==> config.mk <==
export PLATFORM = sky130hd
export DESIGN_NAME = dp_seq_core
export DESIGN_NICKNAME = d
export VERILOG_FILES = /design/src/rtl/dp_pkg.sv /design/src/rtl/dp_regfile.sv /design/src/rtl/dp_seq_core.sv
export SDC_FILE = /design/constraint.sdc
export NUM_CORES = 1
export LEC_CHECK = 0
export CORE_MARGIN = 10
export CORE_UTILIZATION = 30
export CTS_BUF_LIST = sky130_fd_sc_hd__clkbuf_8
export CTS_CLUSTER_SIZE = 40
export DETAILED_ROUTE_END_ITERATION = 6
export PLACE_DENSITY = 0.53
export RECOVER_POWER = 25
export SLEW_MARGIN = 20
export SYNTH_ARGS = -nofsm -noshare
export SYNTH_HDL_FRONTEND = slang
export SYNTH_HIERARCHICAL = 1
export SYNTH_SLANG_ARGS = --single-unit
==> constraint.sdc <==
create_clock -name clk -period 9.1 [get_ports clk]
set_input_delay 2.73 -clock clk [delete_from_list [all_inputs] [get_ports clk]]
set_output_delay 2.73 -clock clk [all_outputs]
set_load 0.01 [all_outputs]
==> src/rtl/dp_pkg.sv <==
// Shared encodings for the sequenced datapath: opcodes, shifter modes, sequencer states.
// Latency: n/a (types and helpers only).
// Backpressure: n/a.
package dp_pkg;

   // Instruction opcodes; both 110 and 111 decode as NOP.
   typedef enum logic [2:0] {
      OP_MOVI = 3'b000,
      OP_MOVR = 3'b001,
      OP_ADD  = 3'b010,
      OP_CMP  = 3'b011,
      OP_AND  = 3'b100,
      OP_MVN  = 3'b101,
      OP_NOP0 = 3'b110,
      OP_NOP1 = 3'b111
   } op_e;

   // B-operand shifter modes
   typedef enum logic [1:0] {
      SH_NONE = 2'b00,
      SH_LSL1 = 2'b01,
      SH_LSR1 = 2'b10,
      SH_ASR1 = 2'b11
   } shift_e;

   // Micro-sequencer states
   typedef enum logic [2:0] {
      S_IDLE = 3'd0,
      S_LDA  = 3'd1,
      S_LDB  = 3'd2,
      S_EXEC = 3'd3,
      S_WB   = 3'd4
   } state_e;

   // NOP needs no datapath work and completes straight from IDLE
   function automatic logic is_nop(input op_e op);
      return (op == OP_NOP0) || (op == OP_NOP1);
   endfunction

   // Ops that read the A operand through the LDA step
   function automatic logic uses_a(input op_e op);
      return (op == OP_ADD) || (op == OP_CMP) || (op == OP_AND);
   endfunction

endpackage

==> src/rtl/dp_regfile.sv <==
// Register file: NREG x W, one synchronous write port, two combinational reads plus a debug read.
// Latency: reads are combinational; a write is visible after the writing edge.
// Backpressure: none; a write is accepted every cycle we is high.
module dp_regfile #(
   parameter  int W    = 16,
   parameter  int NREG = 8,
   localparam int RW   = $clog2(NREG)
) (
   input  logic          clk,
   input  logic          reset,
   input  logic          we,
   input  logic [RW-1:0] waddr,
   input  logic [W-1:0]  wdata,
   input  logic [RW-1:0] raddr_a,
   output logic [W-1:0]  rdata_a,
   input  logic [RW-1:0] raddr_b,
   output logic [W-1:0]  rdata_b,
   input  logic [RW-1:0] dbg_sel,
   output logic [W-1:0]  dbg_data
);

   logic [W-1:0] mem_q [NREG];

   // Storage: cleared by reset, otherwise a single write per cycle
   always_ff @(posedge clk) begin
      if (reset) begin
         for (int i = 0; i < NREG; i++) begin
            mem_q[i] <= '0;
         end
      end else if (we) begin
         mem_q[waddr] <= wdata;
      end
   end

   // Read ports are plain muxes so the sequencer can load A/B in the same cycle it addresses them
   always_comb begin
      rdata_a  = mem_q[raddr_a];
      rdata_b  = mem_q[raddr_b];
      dbg_data = mem_q[dbg_sel];
   end

endmodule

==> src/rtl/dp_seq_core.sv <==
// Sequenced datapath: register file, one-bit shifter, ALU, A/B/C/flag registers under a micro-sequencer.
// Latency: start edge k -> done after k+4 (ADD/AND), k+3 (MOVR/MVN/CMP), k+1 (MOVI), k (NOP).
// Backpressure: start is only sampled in IDLE; starts while busy are dropped, busy tells the caller.
module dp_seq_core
   import dp_pkg::*;
#(
   parameter  int W    = 16,
   parameter  int NREG = 8,
   localparam int RW   = $clog2(NREG)
) (
   input  logic          clk,
   input  logic          reset,
   input  logic          start,
   input  logic [2:0]    op,
   input  logic [RW-1:0] rd,
   input  logic [RW-1:0] rn,
   input  logic [RW-1:0] rm,
   input  logic [1:0]    shift,
   input  logic [W-1:0]  imm,
   output logic          busy,
   output logic          done,
   output logic [W-1:0]  datapath_out,
   output logic          Z_out,
   output logic          N_out,
   output logic          V_out,
   input  logic [RW-1:0] dbg_sel,
   output logic [W-1:0]  dbg_data
);

   // Sequencer state
   state_e state_q, state_d;

   // Latched instruction fields
   op_e           op_q;
   shift_e        sh_q;
   logic [RW-1:0] rd_q, rn_q, rm_q;
   logic [W-1:0]  imm_q;

   // Datapath registers
   logic [W-1:0]  a_q, b_q, c_q;
   logic          z_q, n_q, v_q;
   logic          done_q, done_d;

   // Sequencer control strobes
   logic          cap_en, ld_a, ld_b, ex_en, wb_en;

   // Register file connections
   logic [W-1:0]  rdata_a, rdata_b, wb_data;

   // ALU signals
   logic [W-1:0]  ain, bs, res;
   logic          v_res;

   op_e           op_in;
   assign op_in = op_e'(op);

   // One-bit shifter on the B operand
   function automatic logic [W-1:0] shift_b(input logic [W-1:0] b, input shift_e sh);
      logic [W-1:0] r;
      case (sh)
         SH_LSL1: r = {b[W-2:0], 1'b0};
         SH_LSR1: r = {1'b0, b[W-1:1]};
         SH_ASR1: r = {b[W-1], b[W-1:1]};
         default: r = b;
      endcase
      return r;
   endfunction

   dp_regfile #(
      .W    (W),
      .NREG (NREG)
   ) u_regfile (
      .clk      (clk),
      .reset    (reset),
      .we       (wb_en),
      .waddr    (rd_q),
      .wdata    (wb_data),
      .raddr_a  (rn_q),
      .rdata_a  (rdata_a),
      .raddr_b  (rm_q),
      .rdata_b  (rdata_b),
      .dbg_sel  (dbg_sel),
      .dbg_data (dbg_data)
   );

   // Sequencer state register
   always_ff @(posedge clk) begin
      if (reset) begin
         state_q <= S_IDLE;
      end else begin
         state_q <= state_d;
      end
   end

   // Next-state: IDLE dispatches on the incoming op, later states on the latched op
   always_comb begin
      state_d = state_q;
      case (state_q)
         S_IDLE: begin
            if (start) begin
               if (op_in == OP_MOVI) begin
                  state_d = S_WB;
               end else if ((op_in == OP_MOVR) || (op_in == OP_MVN)) begin
                  state_d = S_LDB;
               end else if (uses_a(op_in)) begin
                  state_d = S_LDA;
               end else begin
                  state_d = S_IDLE;
               end
            end
         end
         S_LDA:   state_d = S_LDB;
         S_LDB:   state_d = S_EXEC;
         S_EXEC:  state_d = (op_q == OP_CMP) ? S_IDLE : S_WB;
         S_WB:    state_d = S_IDLE;
         default: state_d = S_IDLE;
      endcase
   end

   // Sequencer outputs: per-state strobes and the completion condition feeding the done register
   always_comb begin
      busy   = (state_q != S_IDLE);
      cap_en = (state_q == S_IDLE) && start;
      ld_a   = (state_q == S_LDA);
      ld_b   = (state_q == S_LDB);
      ex_en  = (state_q == S_EXEC);
      wb_en  = (state_q == S_WB);
      done_d = (cap_en && is_nop(op_in))
             || (ex_en && (op_q == OP_CMP))
             || wb_en;
   end

   // Instruction capture; fields hold for the whole operation so inputs may change freely
   always_ff @(posedge clk) begin
      if (reset) begin
         op_q  <= OP_MOVI;
         sh_q  <= SH_NONE;
         rd_q  <= '0;
         rn_q  <= '0;
         rm_q  <= '0;
         imm_q <= '0;
      end else if (cap_en) begin
         op_q  <= op_in;
         sh_q  <= shift_e'(shift);
         rd_q  <= rd;
         rn_q  <= rn;
         rm_q  <= rm;
         imm_q <= imm;
      end
   end

   // Operand registers loaded in their dedicated steps
   always_ff @(posedge clk) begin
      if (reset) begin
         a_q <= '0;
         b_q <= '0;
      end else begin
         if (ld_a) a_q <= rdata_a;
         if (ld_b) b_q <= rdata_b;
      end
   end

   // ALU: MOVR/MVN ignore A so a stale A from an earlier op cannot leak in
   always_comb begin
      bs    = shift_b(b_q, sh_q);
      ain   = ((op_q == OP_MOVR) || (op_q == OP_MVN)) ? '0 : a_q;
      res   = '0;
      v_res = 1'b0;
      case (op_q)
         OP_ADD: begin
            res   = ain + bs;
            v_res = (ain[W-1] == bs[W-1]) && (res[W-1] != ain[W-1]);
         end
         OP_CMP: begin
            res   = ain - bs;
            v_res = (ain[W-1] != bs[W-1]) && (res[W-1] != ain[W-1]);
         end
         OP_AND:  res = ain & bs;
         OP_MVN:  res = ~bs;
         OP_MOVR: res = bs;
         default: res = '0;
      endcase
   end

   // Result and flags: flags follow every EXEC, C is untouched by CMP
   always_ff @(posedge clk) begin
      if (reset) begin
         c_q <= '0;
         z_q <= 1'b0;
         n_q <= 1'b0;
         v_q <= 1'b0;
      end else if (ex_en) begin
         z_q <= (res == '0);
         n_q <= res[W-1];
         v_q <= v_res;
         if (op_q != OP_CMP) c_q <= res;
      end
   end

   // Completion pulse, registered so it lands in the cycle after the final edge
   always_ff @(posedge clk) begin
      if (reset) begin
         done_q <= 1'b0;
      end else begin
         done_q <= done_d;
      end
   end

   assign wb_data      = (op_q == OP_MOVI) ? imm_q : c_q;
   assign done         = done_q;
   assign datapath_out = c_q;
   assign Z_out        = z_q;
   assign N_out        = n_q;
   assign V_out        = v_q;

endmodule

Word level (Yosys, flattened, before mapping) --
Memories as Yosys holds them, arrays and structs flattened. A register that Yosys moved wholly into a read port is not among the register bits. Cells that the tools add are included.
Operators by class: add/subtract/negate cells 2, mux-type cells 19, bitwise logic cells 2, equal/unequal tests 25, reduce and logical (&&, ||, !) cells 19
Operators with widths (count):
- $pmux 16 s5 | 1
- $mux 16 | 3
- $pmux 16 s3 | 1
- $eq 3x3->1 const B | 7
- $eq 3x2->1 const B | 6
- $add 16x16->16 | 1
- $and 16x16->16 | 1
- $logic_not 16->1 | 1
- $not 16->16 | 1
- $reduce_or 16->1 | 1
- $sub 16x16->16 | 1
- $mux 3 | 4
- $pmux 3 s4 | 1
- $eq 3x1->1 const B | 3
- $logic_not 3->1 | 3
- $logic_or 1x1->1 | 7
- $mux 1 | 7
- $logic_and 1x1->1 | 5
- $eq 2x2->1 const B | 2
- $ne 1x1->1 | 3
- $ne 3x2->1 const B | 1
- $reduce_bool 3->1 | 1
- $eq 2x1->1 const B | 1
- $mux 2 | 1
- 4 further kinds | 4
Storage, ports and cells: memory bits (writable) 128, memories 1, output and inout port bits 37, bits in registers 53, input port bits 36, logic and storage cells 80
Memory list:
- u_regfile.mem_q | depth 8, width 16, read ports 3, clocked after Yosys merged registers in 2, write ports 8, line dp_regfile.sv:22 | logic [W-1:0] mem_q [NREG];

Logic depth before layout (Yosys ltp) --
Gate-level depths: netlist of the first run.
depth in word-level cells 8, mapped depth 18, mapped depth without buffers 15

Modules after synthesis --
The synthesis of the first run kept the hierarchy.
By module, submodules not included:
- dp_regfile | cells each 487, area each 7981.4 um2, sequential area each 3843.7 um2, instances 1
- dp_seq_core | cells each 812, area each 6063.3 um2, sequential area each 1701.6 um2, instances 1

Worst setup path before layout of the first run --
OpenSTA, ideal clock, no wires.
kind input to output, start input dbg_sel[0], end output dbg_data[1], arrival time 3.802 ns, data required time 6.370 ns, path buffers 2, stages 4, path slack 2.568 ns, cell sequence buf_6 -> buf_6 -> mux4_1 -> mux2_2
On the way: cells in the longest elaborated chain, start to end 1
RTL lines:
- start: declaration | line dp_seq_core.sv:26 | input logic [RW-1:0] dbg_sel,
- $mem_v2 8x16
- end: declaration | line dp_seq_core.sv:27 | output logic [W-1:0] dbg_data
Every way passes these cells.

Final worst setup path of the first run --
start input dbg_sel[0], end output dbg_data[3]
Same word-level chain as after synthesis.

==> flow_summary.json, run 1 <==
{
  "fmax_mhz": 130,
  "fin_total_pwr_mw": 2.61,
  "first_global_vias": 10870,
  "grt_use_total": 0.155,
  "io_buffers": 72,
  "start_util": 0.302,
  "status": "finished, violations left",
  "crit_arrival_ns": 4.99,
  "dr.pass1.iters": 7,
  "rsz0062_at_grt": "false",
  "routed_wl_um": 44500,
  "worstSetupStartpointType": "input pin",
  "ir_drop_mv": 0.116,
  "postCtsSetupBuffers": 0,
  "die_area_sq_um": 55900,
  "grt_max_degree": 69,
  "num_rows": 79,
  "io_pins": 73,
  "cp_max_fo": 32,
  "fin_skew_ns": 0.0439,
  "yosys.area.top_type": "edfxtp_1",
  "violations": "DRC, capacitance limit, slew limit",
  "cts_root_buf": "clkbuf_8",
  "syn_area_sq_um": 14000,
  "layout-area-overhead-vs-synth_pct": 14.1,
  "power-per-cell-area_nw_per_um2": 163,
  "holdBufCountCts": 0,
  "synth_top_area_share": 0.274,
  "leakagePower_nw": 5.69,
  "yosys_warnings": 6,
  "synth_fp_nets": 1367,
  "grt-ovfl-total": 0,
  "hpwl_um": 29900,
  "syn_inst": 1299,
  "design.core.area_sq_um": 46500,
  "wl_per_cell_um": 22.7,
  "worstSetupPathType": "input pin to output pin",
  "worstMarginPinSlew_ns": 3.54,
  "hold_path.class": "flop to flop",
  "cap_violations": 3,
  "clkLatencyLatePin_ns": 0.59,
  "ant_nets": 0,
  "antenna_found_initial": 1,
  "fillers": 4732,
  "cts-resized-gates": 0,
  "max_slew_margin": -1.36,
  "syn_avg_cell_area_sq_um": 10.8,
  "fin_nets": 1396,
  "vias": 10818,
  "grt_pass1_wl_um": 68400,
  "worstSetupEndpointType": "output pin",
  "die_h_um": 236,
  "vias_per_cell": 5.51,
  "cts_max_level": 2,
  "cts_max_path_buffers": 3,
  "yosysUniqueCellTypes": 85,
  "synth_flop_cell": "edfxtp_1",
  "layout_common_cells": "nand2_1 (165), nor3_1 (143), edfxtp_1 (128)",
  "synthArstFlopShare": 0,
  "route.detailed.drc": 1,
  "final_common_cell": "nand2_1",
  "cts_sinks": 213,
  "seq_area_frac_synth": 0.395,
  "required_ns": 6.37,
  "globalplace.congestion": 0.894,
  "drt_iter0_markers": 772,
  "drive_above_1_share": 0.145,
  "clk_pin_slew_worst_paths_ns": 0.06,
  "timing.final.crit_share": 0.848,
  "synth-seq-cells": 213,
  "synth_edf_count": 128,
  "hold_viol": 0,
  "setup_viol": 0,
  "setup-tns-final_ns": 0,
  "fin_crit_ns": 7.72,
  "antennaDiodeCount": 0,
  "synthTopCellsByArea": "edfxtp_1 (27%), mux4_1 (16%), dfxtp_1 (12%)",
  "tritoncts": "built",
  "dieWidth_um": 236,
  "cts_inserted_buffers": 40,
  "drv_slew": 207
}
## metrics by stage
stage / setup WS (ns) / area (sq um) / hold WS (ns) / instances / utilization
2_1_floorplan: 2.57 / 14000 / 0.432 / 1299 / -
3_3_place_gp: 1.39 / 15200 / 0.441 / 1893 / 0.327
3_5_place_dp: 1.34 / 15200 / 0.444 / 1893 / 0.328
4_1_cts: 1.34 / 16000 / 0.452 / 1965 / 0.345
5_1_grt: 1.26 / 16000 / 0.472 / 1965 / 0.345
6_report: 1.38 / 16000 / 0.450 / 1965 / 0.345
## final timing paths
check                           endpoint  cells past startpoint  startpoint  slack (ns)
setup / recovery             dbg_data[3]                      4  dbg_sel[0]        1.38
hold / removal                    a_q[1]                      2      a_q[1]        0.45
setup reg to reg  u_regfile/mem_q[7][10]                      6  state_q[0]        4.01
hold reg to reg                   a_q[1]                      2      a_q[1]        0.45
## cell type report
type | count | area, sq um | area share
Multi-Input combinational cell | 926 | 7820 | 0.488
Timing Repair Buffer | 99 | 901 | 0.0562
Clock buffer | 47 | 647 | 0.0404
Clock inverter | 25 | 169 | 0.0105
Tap cell | 607 | 759 | 0.0474
Sequential cell | 213 | 5550 | 0.346
Inverter | 48 | 180 | 0.0112
## worst max-delay path: stages
cell	delay, ns
buf_2	0.76
mux4_1	0.66
mux2_2	0.31
clkdlybuf4s50_1	0.50
## power by group
group	leakage, nW	switching (mW)	internal (mW)
logic	3.20	0.305	0.229
registers	2.01	0.0507	1.06
clock network	0.473	0.438	0.530
## cells in the mapped netlist, types with 7 or more instances
master	number
nand2_1	166
nor3_1	145
edfxtp_1	128
a21oi_1	108
dfxtp_1	85
mux4_1	84
mux2_2	67
clkbuf_1	63
nor2_1	54
inv_1	31
ha_1	30
o21ai_0	25
clkinv_1	17
mux2i_1	17
xnor2_1	17
and2_1	16
a211oi_1	15
buf_2	15
buf_6	15
nor2b_1	14
buf_1	12
mux4_2	12
o21bai_1	10
nand2b_1	9
o211ai_1	8
a22oi_1	7
## logic make-up (layout without fill, tap and decap cells)
family | count (synthesis) | in the layout | synth area share
and+or+nand+nor | 453 | 453 | 0.154
AOI/OAI and AO/OA | 235 | 235 | 0.109
DFF | 213 | 213 | 0.395
muxes | 181 | 181 | 0.243
buffers and inverters | 160 | 219 | 0.0533
adders and majority gates | 34 | 34 | 0.0311
xor gates and xnor gates | 23 | 23 | 0.0143
## sequential cells by signal, indices dropped and copies added, names as in the netlist
signal / cells
sh_q: 2
rn_q: 3
imm_q: 16
a_q: 16
done: 1
b_q: 16
N_out: 1
rd_q: 3
state_q: 3
u_regfile/mem_q: 128
rm_q: 3
datapath_out: 16
op_q: 3
V_out: 1
Z_out: 1
## layer usage
| layer | wire, um | up-vias | global-route usage |
|---|---|---|---|
| li1 | - | 5014 | - |
| met1 | 19600 | 5379 | 0.200 |
| met2 | 21000 | 349 | 0.253 |
| met3 | 2690 | 74 | 0.0327 |
| met4 | 1200 | 2 | 0.0502 |
| met5 | 11 | - | 0 |
Note: power is estimated with default switching activity, not from simulation.
==> inputs of run 2 (changes only) <==
clock period = 7.3 ns   (was 9.1 ns; I/O delays follow)
==> run 2 against run 1 <==
The flow finishes with violations (capacitance limit, slew limit). Cell count about the same. Largest power group unchanged. Highest routed layer is now met4. Wire length decreased by 1.6%. Critical endpoint unchanged. Sequential power rose by 25%. Non-clock buffer count rose by 3.
==> flow_summary.json, run 2 (same netlist as run 1, synthesis figures left out) <==
{
  "fin_skew_ns": 0.0341,
  "cts-resized-gates": 0,
  "violations": "capacitance limit, slew limit",
  "leakagePower_nw": 5.66,
  "timing.rr.start": "sh_q[1]",
  "fin_crit_ns": 6.49,
  "wl_per_cell_um": 22.3,
  "cp_max_fo": 14,
  "dr.pass1.iters": 5,
  "fin_nets": 1399,
  "status": "finished, violations left",
  "cts_max_level": 2,
  "r2r_setup_slack_ns": 2.60,
  "whs_ns": 0.452,
  "ant_nets": 0,
  "grt_use_total": 0.151,
  "timing.final.crit_share": 0.890,
  "hpwl_um": 29700,
  "drv_slew": 162,
  "dpl_cell_area_sq_um": 15200,
  "num_rows": 79,
  "grt_pass1_wl_um": 66600,
  "ff2ff_path_depth": 14,
  "crit_arrival_ns": 4.30,
  "fmax_mhz": 154,
  "cts_sinks": 213,
  "io_buffers": 72,
  "max_slew_margin": -1.12,
  "dieWidth_um": 236,
  "hold_viol": 0,
  "worstMarginPinSlew_ns": 3.17,
  "rsz0062_at_grt": "false",
  "routed_wl_um": 43800,
  "clk_pin_slew_worst_paths_ns": 0.05,
  "vias": 10834,
  "io_pins": 73,
  "grt-ovfl-total": 0,
  "cts_root_buf": "clkbuf_8",
  "worstSetupStartpointType": "input pin",
  "setup-tns-final_ns": 0,
  "design_area_sq_um": 16000,
  "power-per-cell-area_nw_per_um2": 199,
  "fin_util": 0.344,
  "final_common_cell": "nand2_1",
  "regMostFlops": "u_regfile/mem_q",
  "largest_reg_flops": 128,
  "grt_max_degree": 68,
  "cts_inserted_buffers": 40,
  "design.core.area_sq_um": 46500,
  "fin_total_pwr_mw": 3.19,
  "ir_drop_mv": 0.123,
  "clkLatencyLatePin_ns": 0.60,
  "hold_path.class": "flop to flop",
  "die_area_sq_um": 55900,
  "vias_per_cell": 5.52,
  "cts_max_path_buffers": 3,
  "worstSetupEndpointType": "output pin",
  "tritoncts": "built",
  "layout-area-overhead-vs-synth_pct": 13.8,
  "drt_iter0_markers": 817,
  "die_h_um": 236,
  "cap_violations": 3,
  "layout_common_cells": "nand2_1 (165), nor3_1 (143), edfxtp_1 (128)",
  "worst_r2r_endpoint": "Z_out",
  "whs_endpoint": "imm_q[13]",
  "setup_viol": 0,
  "postCtsSetupBuffers": 0,
  "worstSetupPathType": "input pin to output pin",
  "route.detailed.drc": 0,
  "start_util": 0.302,
  "holdBufCountCts": 0,
  "antenna_found_initial": 0,
  "drive_above_1_share": 0.146,
  "hp-start": "imm_q[13]",
  "antennaDiodeCount": 0,
  "required_ns": 5.11,
  "globalplace.congestion": 0.912,
  "min_delay_path_depth": 2,
  "first_global_vias": 10719
}
==> run 2: per-stage QoR <==
step / cells / worst slack (ns)
detailed placement: 1896 / 0.805
global placement: 1896 / 0.829
finish: 1964 / 0.806
floorplan: 1299 / 1.85
CTS: 1964 / 0.801
global route: 1964 / 0.528
==> run 2: worst max path at each step <==
stage               start                     end  slack [ns]
6_report       dbg_sel[0]             dbg_data[3]        0.81
5_1_grt             reset  u_regfile/mem_q[5][14]        0.53
4_1_cts        dbg_sel[0]             dbg_data[3]        0.80
3_5_place_dp   dbg_sel[0]             dbg_data[3]        0.81
3_3_place_gp   dbg_sel[0]             dbg_data[3]        0.83
2_1_floorplan  dbg_sel[0]             dbg_data[1]        1.85
==> run 2: critical path, stage by stage <==
cell and delay, ns:
buf_2 0.38, buf_4 0.31, mux4_1 0.58, mux2_2 0.32, clkdlybuf4s50_1 0.50
==> run 2: layer usage <==
layer | vias to the layer above | track usage | share of wire
met5 | - | 0 | 0
met4 | 0 | 0.0471 | 0.024
met3 | 71 | 0.0281 | 0.059
met2 | 345 | 0.258 | 0.48
met1 | 5401 | 0.190 | 0.43
li1 | 5017 | - | -
==> run 2: where the power goes <==
part	internal, mW	switching (mW)	total, mW
Sequential	1.32	0.0637	1.39
Clock	0.598	0.537	1.13
Combinational	0.286	0.378	0.664
==> run 2: area by class of cell <==
| cell class | instances | area (sq um) |
|---|---|---|
| sequential | 213 | 5550 |
| timing repair buffer | 102 | 927 |
| inverter | 48 | 180 |
| clock inverter | 27 | 184 |
| multi-input combinational | 926 | 7820 |
| clock buffer | 41 | 564 |
| tap | 607 | 759 |
| fill | 4751 | 30500 |
